File: src/rtl/toggle_seq_gen.sv
// Four-bit toggle sequencer: toggles a, b, c, d in turn after programmable
// delays, repeating for ROUNDS rounds (or until stop when ROUNDS is 0).
module toggle_seq_gen #(
  parameter int unsigned DLY_A  = 20,
  parameter int unsigned DLY_B  = 30,
  parameter int unsigned DLY_C  = 40,
  parameter int unsigned DLY_D  = 50,
  parameter int unsigned ROUNDS = 7
) (
  input  logic       clk,
  input  logic       rst,
  input  logic       start,
  input  logic       stop,
  output logic       a,
  output logic       b,
  output logic       c,
  output logic       d,
  output logic       busy,
  output logic       done,
  output logic [7:0] round_cnt,
  output logic [2:0] state_dbg
);

  typedef enum logic [2:0] {
    S_IDLE   = 3'd0,
    S_WAIT_A = 3'd1,
    S_WAIT_B = 3'd2,
    S_WAIT_C = 3'd3,
    S_WAIT_D = 3'd4,
    S_DONE   = 3'd5
  } state_t;

  localparam logic [7:0] LD_A     = 8'(DLY_A - 1);
  localparam logic [7:0] LD_B     = 8'(DLY_B - 1);
  localparam logic [7:0] LD_C     = 8'(DLY_C - 1);
  localparam logic [7:0] LD_D     = 8'(DLY_D - 1);
  localparam logic [7:0] ROUNDS_V = 8'(ROUNDS);
  localparam bit         ROUNDS_EN = (ROUNDS != 0);

  state_t     state, state_nxt;
  logic [7:0] cnt, cnt_nxt;
  logic [7:0] round_nxt, round_inc;
  logic       a_nxt, b_nxt, c_nxt, d_nxt;
  logic       busy_nxt, done_nxt;

  assign round_inc = round_cnt + 8'd1;
  assign state_dbg = state;

  always_ff @(posedge clk) begin
    if (rst) begin
      state     <= S_IDLE;
      cnt       <= '0;
      a         <= 1'b0;
      b         <= 1'b0;
      c         <= 1'b0;
      d         <= 1'b0;
      round_cnt <= '0;
      busy      <= 1'b0;
      done      <= 1'b0;
    end else begin
      state     <= state_nxt;
      cnt       <= cnt_nxt;
      a         <= a_nxt;
      b         <= b_nxt;
      c         <= c_nxt;
      d         <= d_nxt;
      round_cnt <= round_nxt;
      busy      <= busy_nxt;
      done      <= done_nxt;
    end
  end

  // Stop is checked before the counter in every WAIT state so it beats a
  // coincident toggle.
  always_comb begin
    state_nxt = state;
    cnt_nxt   = cnt;
    a_nxt     = a;
    b_nxt     = b;
    c_nxt     = c;
    d_nxt     = d;
    round_nxt = round_cnt;
    done_nxt  = 1'b0;
    case (state)
      S_IDLE: begin
        if (start && !stop) begin
          state_nxt = S_WAIT_A;
          cnt_nxt   = LD_A;
          a_nxt     = 1'b0;
          b_nxt     = 1'b0;
          c_nxt     = 1'b0;
          d_nxt     = 1'b0;
          round_nxt = '0;
        end
      end
      S_WAIT_A: begin
        if (stop) state_nxt = S_IDLE;
        else if (cnt == 8'd0) begin
          a_nxt     = ~a;
          state_nxt = S_WAIT_B;
          cnt_nxt   = LD_B;
        end else cnt_nxt = cnt - 8'd1;
      end
      S_WAIT_B: begin
        if (stop) state_nxt = S_IDLE;
        else if (cnt == 8'd0) begin
          b_nxt     = ~b;
          state_nxt = S_WAIT_C;
          cnt_nxt   = LD_C;
        end else cnt_nxt = cnt - 8'd1;
      end
      S_WAIT_C: begin
        if (stop) state_nxt = S_IDLE;
        else if (cnt == 8'd0) begin
          c_nxt     = ~c;
          state_nxt = S_WAIT_D;
          cnt_nxt   = LD_D;
        end else cnt_nxt = cnt - 8'd1;
      end
      S_WAIT_D: begin
        if (stop) state_nxt = S_IDLE;
        else if (cnt == 8'd0) begin
          d_nxt     = ~d;
          round_nxt = round_inc;
          if (ROUNDS_EN && (round_inc == ROUNDS_V)) begin
            state_nxt = S_DONE;
            cnt_nxt   = '0;
          end else begin
            state_nxt = S_WAIT_A;
            cnt_nxt   = LD_A;
          end
        end else cnt_nxt = cnt - 8'd1;
      end
      S_DONE: begin
        state_nxt = S_IDLE;
        done_nxt  = 1'b1;
      end
      default: state_nxt = S_IDLE;
    endcase
    busy_nxt = (state_nxt == S_WAIT_A) || (state_nxt == S_WAIT_B) ||
               (state_nxt == S_WAIT_C) || (state_nxt == S_WAIT_D);
  end

endmodule

File: config.mk
export PLATFORM = sky130hd
export DESIGN_NAME = toggle_seq_gen
export DESIGN_NICKNAME = d
export VERILOG_FILES = /design/src/rtl/toggle_seq_gen.sv
export SDC_FILE = /design/constraint.sdc
export NUM_CORES = 1
export LEC_CHECK = 0
export ABC_AREA = 1
export BUFFER_PORTS_ARGS = -buffer_cell sky130_fd_sc_hd__buf_2
export CORE_MARGIN = 5
export CORE_UTILIZATION = 51
export CTS_CLUSTER_DIAMETER = 60
export DETAILED_ROUTE_END_ITERATION = 8
export PLACE_DENSITY_LB_ADDON = 0.05
export SKIP_CTS_REPAIR_TIMING = 1
export SLEW_MARGIN = 25
export SYNTH_ARGS = -nofsm -noshare
export SYNTH_HDL_FRONTEND = slang
export SYNTH_SLANG_ARGS = --single-unit
File: constraint.sdc
create_clock -name clk -period 1.6 [get_ports clk]
set_input_delay 0.32 -clock clk [delete_from_list [all_inputs] [get_ports clk]]
set_output_delay 0.32 -clock clk [all_outputs]
set_load 0.01 [all_outputs]
==> out/metrics.yaml, run 1 <==
outcome:
  status: "completed"
logic_synthesis:
  syn-mean-instance-area_um2: 6.72
  netlist.area_leader.share: 0.327
  ys_warn_count: 0
  synth.distinct_cells: 30
  synthCells: 228
  synth.area.mux_share: 0
  yosysSeqAreaShare: 0.327
  synth_area_mm2: 0.00153
  ys_ff_latch: 25
  synth_compound_area_frac: 0.187
  yosys.area_share.simple: 0.329
  syn-num-nets: 235
  synth_top_family_by_area: "simple AND/OR/NAND/NOR gates"
  yosys.area.top_type: "dfxtp_1"
  yosys.area_share.adder: 0.0245
  synth_area_leaders: "dfxtp_1 33%, nand2_1 11%, inv_1 6.9%"
  synthXorXnorAreaFrac: 0.0343
floorplanning:
  die_x_um: 64.8
  dieArea_mm2: 0.00420
  die_h_um: 64.8
  core_area_mm2: 0.00283
  fp-row-count: 19
  initial_core_util: 0.542
  ios: 21
timing:
  fmax_mhz: 633
  finalHoldViolCount: 0
  setup_violations: 0
  worst_slew_pin_slew_ns: 0.413
  finalCriticalPeriod_ns: 1.58
  rsz0062_at_grt: "true"
  finClkSkew_ns: 0.00541
  fin_crit_sh: 0.987
  whs_ns: 0.348
  slew_headroom: 0.724
  slew_viol_final: 0
setup_path:
  critPathKind: "reg2reg"
  crit_chain: "nor2_2 > nand3_2 > buf_4 > nor2_4 > o21ai_2 > buf_4 > nor2_4 > xor2_1 > nor2_1"
  arrival_ns: 1.82
  critical_path.startpoint_type: "register"
  crit_buf_inv: 2
  critical_path.top_delay_family: "simple AND/OR/NAND/NOR gates"
  crit_path_max_incr_delay_ns: 0.35
  cp-end-kind: "register"
  crit_required_ns: 1.84
  cp_slowest_cell: "dfxtp_1"
  crit_fanout: 5
placed_design:
  place_inst: 300
  placed_cell_area_mm2: 0.00183
  numPortBuffers: 20
  finalWeightedCongestion: 0.928
  hpwlAfterDp_um: 2900
cts:
  tritoncts: "done"
  h-tree-depth: 1
  cts-root-buf: "clkbuf_4"
  clock-sinks: 25
  path_clk_slew_ns: 0.14
  clkLatencyLatePin_ns: 0.32
  clock_path_buffers: 2
  cts_buffers: 3
cells_and_area:
  synthToLayoutAreaGrowth_pct: 30.8
  fin_nets: 286
  fillCellCount: 247
  fin_cells: 309
  diodes: 0
  seqCellArea_um2: 513
  drive_gt1_frac: 0.381
  fin_area_mm2: 0.00200
  multi_input_area_um2: 966
power_and_ir_drop:
  p_leak_uw: 0.000962
  switchingPower_uw: 478
  p_seq_frac: 0.472
  switching_share: 0.330
  power_frac_clock: 0.201
  p_per_area_mw_per_mm2: 724
  internal-power_uw: 972
  p_comb_frac: 0.327
  ir_drop_v: 0.000578
worst_hold_path:
  worst_hold_path_type: "in2reg"
drt:
  drt-initial-drc-count: 69
  drc: 0
  wl_per_cell_um: 12.9
  vias_per_cell: 5.18
  wl_um: 4000
  num_vias: 1601
  ant_nets: 0
  first_pass_iters: 4
grt:
  gr-total-overflow: 0
  grt_max_degree: 14
  antenna_found_initial: 0
  met2_usage: 0.264
  busiest_layer: "met1"
  grtUsageMet1: 0.299
  grt_pass1_vias: 1375
  grt_pass1_wl_um: 6400
  grtUsageMet3: 0.0432
  track_usage: 0.192
run:
  maxCapViolCount: 0
## final cells by class
type / instances / share of cell area
flip-flops and latches: 25 / 0.256
multi-input cells: 168 / 0.482
clock buffers: 4 / 0.0131
well taps: 31 / 0.0194
inverters: 32 / 0.0612
repair buffers: 49 / 0.169
## tightest hold or removal path, stage by stage
cell	delay, ns
buf_2	0.09
buf_4	0.19
a21oi_1	0.05
## cell families after synthesis
| logic type | Yosys count |
|---|---|
| AND/OR/NAND/NOR | 108 |
| AO/OA/AOI/OAI | 50 |
| buffers and inverters | 36 |
| flip-flops | 25 |
| XOR/XNOR | 6 |
| adder cells (fa/ha/maj) | 3 |
## metal layers
metal  vias up  share of wire
met5         -              0
met4         0          0.011
met3         7          0.053
met2        43           0.42
met1       702           0.52
li1        849              -
## cells in the mapped netlist
cell type / count
nor2_2: 7
clkbuf_1: 1
a31oi_1: 1
nor2_1: 24
xnor2_1: 2
o21ai_1: 3
o21ai_2: 3
nor4_1: 1
o21bai_1: 1
nor2_4: 3
nand2_1: 46
a211oi_1: 2
buf_2: 1
nand4_1: 3
nand2_2: 6
nor3_1: 1
nand2_4: 1
inv_2: 4
dfxtp_1: 25
o211a_1: 2
o211ai_1: 1
inv_1: 28
ha_1: 3
buf_6: 2
xor2_1: 4
nand3_1: 15
nand3_2: 1
a21oi_2: 1
a21oi_1: 17
o21ai_0: 19
## final timing paths
check / from / endpoint / slack, ns / cells after the start
setup / recovery: cnt[4] / round_cnt[4] / 0.02 / 9
hold / removal: rst / round_cnt[2] / 0.35 / 3
setup reg to reg: cnt[4] / round_cnt[4] / 0.02 / 9
hold reg to reg: a / a / 0.48 / 2
## registers in the layout, summed over array words and instances, names as in the netlist
name,flops
c,1
a,1
busy,1
done,1
cnt,8
d,1
b,1
state_dbg,3
round_cnt,8
## layout by cell type, fill, tap and decap left out
cell type	n
nor2_1	22
nand2_1	44
nand2_2	7
o21ai_0	16
buf_6	2
nor2_2	8
inv_2	8
nor4_1	1
o211a_1	2
nand3_2	6
nor2_4	5
a211oi_1	2
ha_1	1
dfxtp_2	10
xor2_1	4
buf_12	1
ha_4	2
a21oi_2	1
buf_2	20
nand3_1	10
dfxtp_1	15
nand4_1	3
xnor2_1	2
inv_1	23
a31oi_1	1
o21ai_1	5
o211ai_1	1
nand2_4	2
o21ai_2	4
clkbuf_4	3
inv_4	1
buf_4	26
a21oi_1	17
clkbuf_1	1
o21bai_1	1
nor3_1	1
## metrics by stage
step / worst slack [ns] / util / power (uW) / setup TNS [ns]
final: 0.0206 / 0.709 / 1450 / 0
after floorplan: 0.00801 / - / 944 / 0
after global routing: -0.0833 / 0.709 / 1550 / -0.496
after CTS: -0.104 / 0.655 / 1370 / -0.163
after detailed placement: -0.0660 / 0.646 / 1080 / -0.102
after global placement: -0.000484 / 0.646 / 1080 / -0.000484
## power by group through the flow
stage	Combinational [uW]	Clock [uW]	Sequential [uW]
final	474	292	684
after global routing	524	335	689
after CTS	392	303	678
after detailed placement	389	0	692
after global placement	388	0	691
after floorplan	241	0	704
Note: power is estimated with default switching activity, not from simulation.
==> run 2: changes to the inputs <==
--- a/config.mk
+++ b/config.mk
@@ -7,13 +7,13 @@
 export LEC_CHECK = 0
 export ABC_AREA = 1
 export BUFFER_PORTS_ARGS = -buffer_cell sky130_fd_sc_hd__buf_2
+export CAP_MARGIN = 40
 export CORE_MARGIN = 5
 export CORE_UTILIZATION = 51
 export CTS_CLUSTER_DIAMETER = 60
 export DETAILED_ROUTE_END_ITERATION = 8
 export PLACE_DENSITY_LB_ADDON = 0.05
 export SKIP_CTS_REPAIR_TIMING = 1
-export SLEW_MARGIN = 25
 export SYNTH_ARGS = -nofsm -noshare
 export SYNTH_HDL_FRONTEND = slang
 export SYNTH_SLANG_ARGS = --single-unit
==> constraint.sdc (replaced) <==
create_clock -name clk -period 1.3 [get_ports clk]
set_input_delay 0.26 -clock clk [delete_from_list [all_inputs] [get_ports clk]]
set_output_delay 0.26 -clock clk [all_outputs]
set_load 0.01 [all_outputs]
==> out/metrics.yaml, run 2 (same netlist as run 1, synthesis figures left out) <==
cells_and_area:
  drive_gt1_frac: 0.575  # +0.194
  synthToLayoutAreaGrowth_pct: 67.9
  layout_commonest_cell: "buf_4"
  fin_cells: 351  # +14%
  fin_nets: 328  # +15%
  diodes: 0  # unchanged
  final_cell_mix: "58 x buf_4, 37 x nand2_1, 21 x inv_1, 20 x buf_2, 15 x nor2_1"
drt:
  drt-initial-drc-count: 291  # +320%
  wl_um: 6290  # +57%
  first_pass_iters: 5  # +1
  wl_per_cell_um: 17.9  # +38%
  num_vias: 2086  # +30%
  drc: 0  # unchanged
  vias_per_cell: 5.94  # +15%
  ant_nets: 0  # unchanged
outcome:
  status: "finished, violations left"
  violations: "negative setup slack"
timing:
  rsz0062_at_grt: "true"
  slew_headroom: 0.700  # -0.0245
  finClkSkew_ns: 0.00230  # -0.00312 ns
  fmax_mhz: 581  # -8.2%
  setup_violations: 24  # +24
  final.setup.worst_slack_ns: -0.420  # -0.440 ns
  whs_ns: 0.330  # -0.0174 ns
  finalHoldViolCount: 0  # unchanged
  finalCriticalPeriod_ns: 1.72  # +0.140 ns
  worst_slew_pin_slew_ns: 0.450  # +0.0366 ns
  fin_crit_sh: 1.32  # +0.336
  slew_viol_final: 0  # unchanged
setup_path:
  crit_required_ns: 1.54  # -0.30 ns
  arrival_ns: 1.96  # +0.14 ns
  crit_fanout: 6  # +1
  cp-end-kind: "register"
  critPathKind: "reg2reg"
  critical_path.startpoint_type: "register"
placed_design:
  place_inst: 338  # +13%
  hpwlAfterDp_um: 3440  # +19%
  finalWeightedCongestion: 0.966  # +4.1%
  post-place-ws_ns: -0.275  # -0.209 ns
  numPortBuffers: 20  # unchanged
floorplanning:
  dieArea_mm2: 0.00420  # unchanged
  die_x_um: 64.8  # unchanged
  fp-row-count: 19  # unchanged
  ios: 21  # unchanged
  initial_core_util: 0.542  # unchanged
  core_area_mm2: 0.00283  # unchanged
  die_h_um: 64.8  # unchanged
grt:
  antenna_found_initial: 0  # unchanged
  grt_pass1_wl_um: 7490  # +17%
  grt_max_degree: 14  # unchanged
  gr-total-overflow: 0  # unchanged
  grt_pass1_vias: 1640  # +19%
  track_usage: 0.224  # +0.0312
cts:
  clkLatencyLatePin_ns: 0.32  # about the same
  path_clk_slew_ns: 0.14  # about the same
  tritoncts: "done"
  h-tree-depth: 1  # unchanged
  cts-root-buf: "clkbuf_4"
  clock-sinks: 25  # unchanged
  cts_buffers: 3  # unchanged
  clock_path_buffers: 2  # unchanged
run:
  maxCapViolCount: 0  # unchanged
power_and_ir_drop:
  ir_drop_v: 0.000652  # +13%
  p_leak_uw: 0.00121  # +26%
  p_per_area_mw_per_mm2: 806  # +11%
worst_hold_path:
  worst_hold_path_type: "in2reg"
## run 2: changes by cell type in the layout (fill, tap and decap cells not counted), sizes merged
cell	previous run	this run
clkbuf	4	5
buf	49	91
nor2	35	34
## run 2: through the flow
step / TNS, ns / total power [uW] / util / instance area [um2]
final: -5.93 / 2070 / 0.910 / 2570
after global routing: -7.52 / 2170 / 0.910 / 2570
after CTS: -4.93 / 1770 / 0.780 / 2210
after detailed placement: -4.19 / 1430 / 0.771 / 2180
after global placement: -3.48 / 1410 / 0.771 / 2180
after floorplan: -0.441 / 1180 / - / 1600
## run 2: worst paths after layout
| check | slack (ns) | end | startpoint | depth (start not counted) |
|---|---|---|---|---|
| max | -0.42 | busy | round_cnt[1] | 12 |
| min | 0.33 | cnt[5] | rst | 3 |
| max reg2reg | -0.42 | busy | round_cnt[1] | 12 |
| min reg2reg | 0.49 | a | a | 2 |
## run 2: layer usage
metal / global-route usage / up-vias / wire (um)
met5: 0 / - / 0
met4: 0.0607 / 0 / 256
met3: 0.0432 / 38 / 590
met2: 0.350 / 151 / 2950
met1: 0.314 / 963 / 2490
li1: - / 934 / -
## run 2: worst max-delay path, stage by stage (launching register included)
cell and delay, ns:
dfxtp_4 0.42, ha_4 0.16, nand3_2 0.11, o21ai_1 0.19, nand2_1 0.14, nor2_2 0.12, nand2_2 0.09, nand3_2 0.10
nand2_1 0.05, nand2_1 0.07, nand2_1 0.08, nand2_1 0.08, inv_1 0.04
## run 2: power by group
part | internal [uW] | switching (uW) | total, uW
registers | 804 | 36.7 | 841
clock network | 120 | 239 | 359
logic | 414 | 459 | 874
## run 2: layout make-up
class / count / area, um2
inverter: 32 / 130
fill: 126 / 255
multi-input combinational: 167 / 1140
tap: 31 / 38.8
sequential: 25 / 524
clock buffer: 4 / 26.3
timing repair buffer: 92 / 716
==> run 3: changes to the inputs <==
--- a/config.mk
+++ b/config.mk
@@ -14,6 +14,7 @@
 export DETAILED_ROUTE_END_ITERATION = 8
 export PLACE_DENSITY_LB_ADDON = 0.05
 export SKIP_CTS_REPAIR_TIMING = 1
+export SKIP_LAST_GASP = 1
 export SYNTH_ARGS = -nofsm -noshare
 export SYNTH_HDL_FRONTEND = slang
 export SYNTH_SLANG_ARGS = --single-unit
==> out/metrics.yaml, run 3 (same netlist as run 1, synthesis figures left out) <==
drt:
  vias_per_cell: 5.78  # -2.7%
  wl_per_cell_um: 17.6  # -1.5%
  num_vias: 2029  # -2.7%
  first_pass_iters: 5  # unchanged
  drc: 0  # unchanged
  ant_nets: 0  # unchanged
  wl_um: 6190  # -1.5%
  drt-initial-drc-count: 223  # -23%
cts:
  cts-root-buf: "clkbuf_4"
  clock-sinks: 25  # unchanged
  tritoncts: "done"
  clock_path_buffers: 2  # unchanged
  path_clk_slew_ns: 0.15  # about the same
  clkLatencyLatePin_ns: 0.34  # +0.02 ns
  h-tree-depth: 1  # unchanged
  cts_buffers: 3  # unchanged
timing:
  worst_slew_pin_slew_ns: 0.429  # -0.0212 ns
  setup_tns_ns: -6.03  # -0.0984 ns
  slew_viol_final: 0  # unchanged
  finClkSkew_ns: 0.0173  # +0.0150 ns
  rsz0062_at_grt: "true"
  fmax_mhz: 583  # +0.28%
  finalCriticalPeriod_ns: 1.71  # -0.00479 ns
  fin_crit_sh: 1.32  # -0.00368
  finalHoldViolCount: 0  # unchanged
  final.setup.worst_slack_ns: -0.415  # +0.00479 ns
  setup_violations: 24  # unchanged
  slew_headroom: 0.714  # +0.0142
cells_and_area:
  drive_gt1_frac: 0.572  # -0.00312
  final_util: 0.906  # -0.00398
  fin_nets: 328  # unchanged
  multi_input_area_mm2: 0.00113  # -0.66%
  fin_area_mm2: 0.00256  # -0.44%
  final_cell_mix: "59 x buf_4, 37 x nand2_1, 21 x inv_1, 20 x buf_2, 16 x nor2_1"
  synthToLayoutAreaGrowth_pct: 67.2
  fillCellCount: 132  # +4.8%
  diodes: 0  # unchanged
  fin_cells: 351  # unchanged
  seqCellArea_um2: 524  # unchanged
  layout_commonest_cell: "buf_4"
placed_design:
  hpwlAfterDp_um: 3440  # unchanged
  post-place-ws_ns: -0.275  # unchanged
  place_inst: 338  # unchanged
  finalWeightedCongestion: 0.966  # unchanged
  numPortBuffers: 20  # unchanged
  placed_cell_area_mm2: 0.00218  # unchanged
floorplanning:
  die_h_um: 64.8  # unchanged
  die_x_um: 64.8  # unchanged
  dieArea_mm2: 0.00420  # unchanged
  core_area_mm2: 0.00283  # unchanged
  ios: 21  # unchanged
  fp-row-count: 19  # unchanged
  initial_core_util: 0.542  # unchanged
grt:
  gr-total-overflow: 0  # unchanged
  met2_usage: 0.350  # unchanged
  grtUsageMet3: 0.0432  # unchanged
  grt_max_degree: 14  # unchanged
  busiest_layer: "met2"
  track_usage: 0.224  # unchanged
  grt_pass1_wl_um: 7490  # unchanged
  grtUsageMet1: 0.314  # unchanged
  antenna_found_initial: 0  # unchanged
  grt_pass1_vias: 1640  # unchanged
outcome:
  violations: "negative setup slack"
  status: "finished, violations left"
setup_path:
  crit_required_ns: 1.54  # about the same
  arrival_ns: 1.95  # about the same
  critical_path.startpoint_type: "register"
  crit_fanout: 7  # +1
  critPathKind: "reg2reg"
  cp-end-kind: "register"
  crit-reg2reg-launch: "round_cnt[2]"
  critPathLaunch: "round_cnt[2]"
power_and_ir_drop:
  ir_drop_v: 0.000652  # about the same
  p_leak_uw: 0.00121  # -0.20%
  p_per_area_mw_per_mm2: 809  # +0.45%
run:
  maxCapViolCount: 0  # unchanged
worst_hold_path:
  worst_hold_path_type: "in2reg"
  hold_start: "rst"
==> run 3: cell counts in the layout (fill, tap and decap cells not counted) <==
No cell type changed its count.
==> run 3: critical path, stage by stage, from the launching register on <==
cell and delay, ns:
dfxtp_2 0.43, nand3_1 0.18, o21ai_0 0.23, nand2_1 0.10
nor2_1 0.17, nand2_2 0.12, nand3_2 0.11, nand2_1 0.07
nand2_1 0.08, nand2_1 0.05, nand2_1 0.05, inv_1 0.03
==> run 3: per-stage QoR <==
stage	hold slack (ns)	total power (uW)
CTS	0.295	1770
floorplan	0.338	1180
finish	0.310	2070
detailed placement	0.472	1430
global placement	0.449	1410
global route	0.328	2170
==> run 3: path summary, 6_finish.rpt <==
check	slack (ns)	to	cells after the start
max	-0.41	busy	11
min	0.31	cnt[5]	3
max reg2reg	-0.41	busy	11
min reg2reg	0.50	a	2
==> run 3: final cells by class <==
type,count,share of cell area
Sequential cell,25,0.205
Tap cell,31,0.0151
Multi-Input combinational cell,167,0.441
Timing Repair Buffer,92,0.278
Inverter,32,0.0508
Clock buffer,4,0.0103
==> run 3: layer usage <==
metal	part of all wire	wire, um
met1	0.40	2490
met4	0.036	223
met2	0.47	2910
met5	0	0
met3	0.091	563
==> run 3: power by group <==
group	leakage, uW	switching (uW)	total, uW	internal, uW
Sequential	0.000210	36.3	840	804
Clock	0.0000150	247	367	121
Combinational	0.000987	452	866	414
Total	0.00121	735	2070	1340
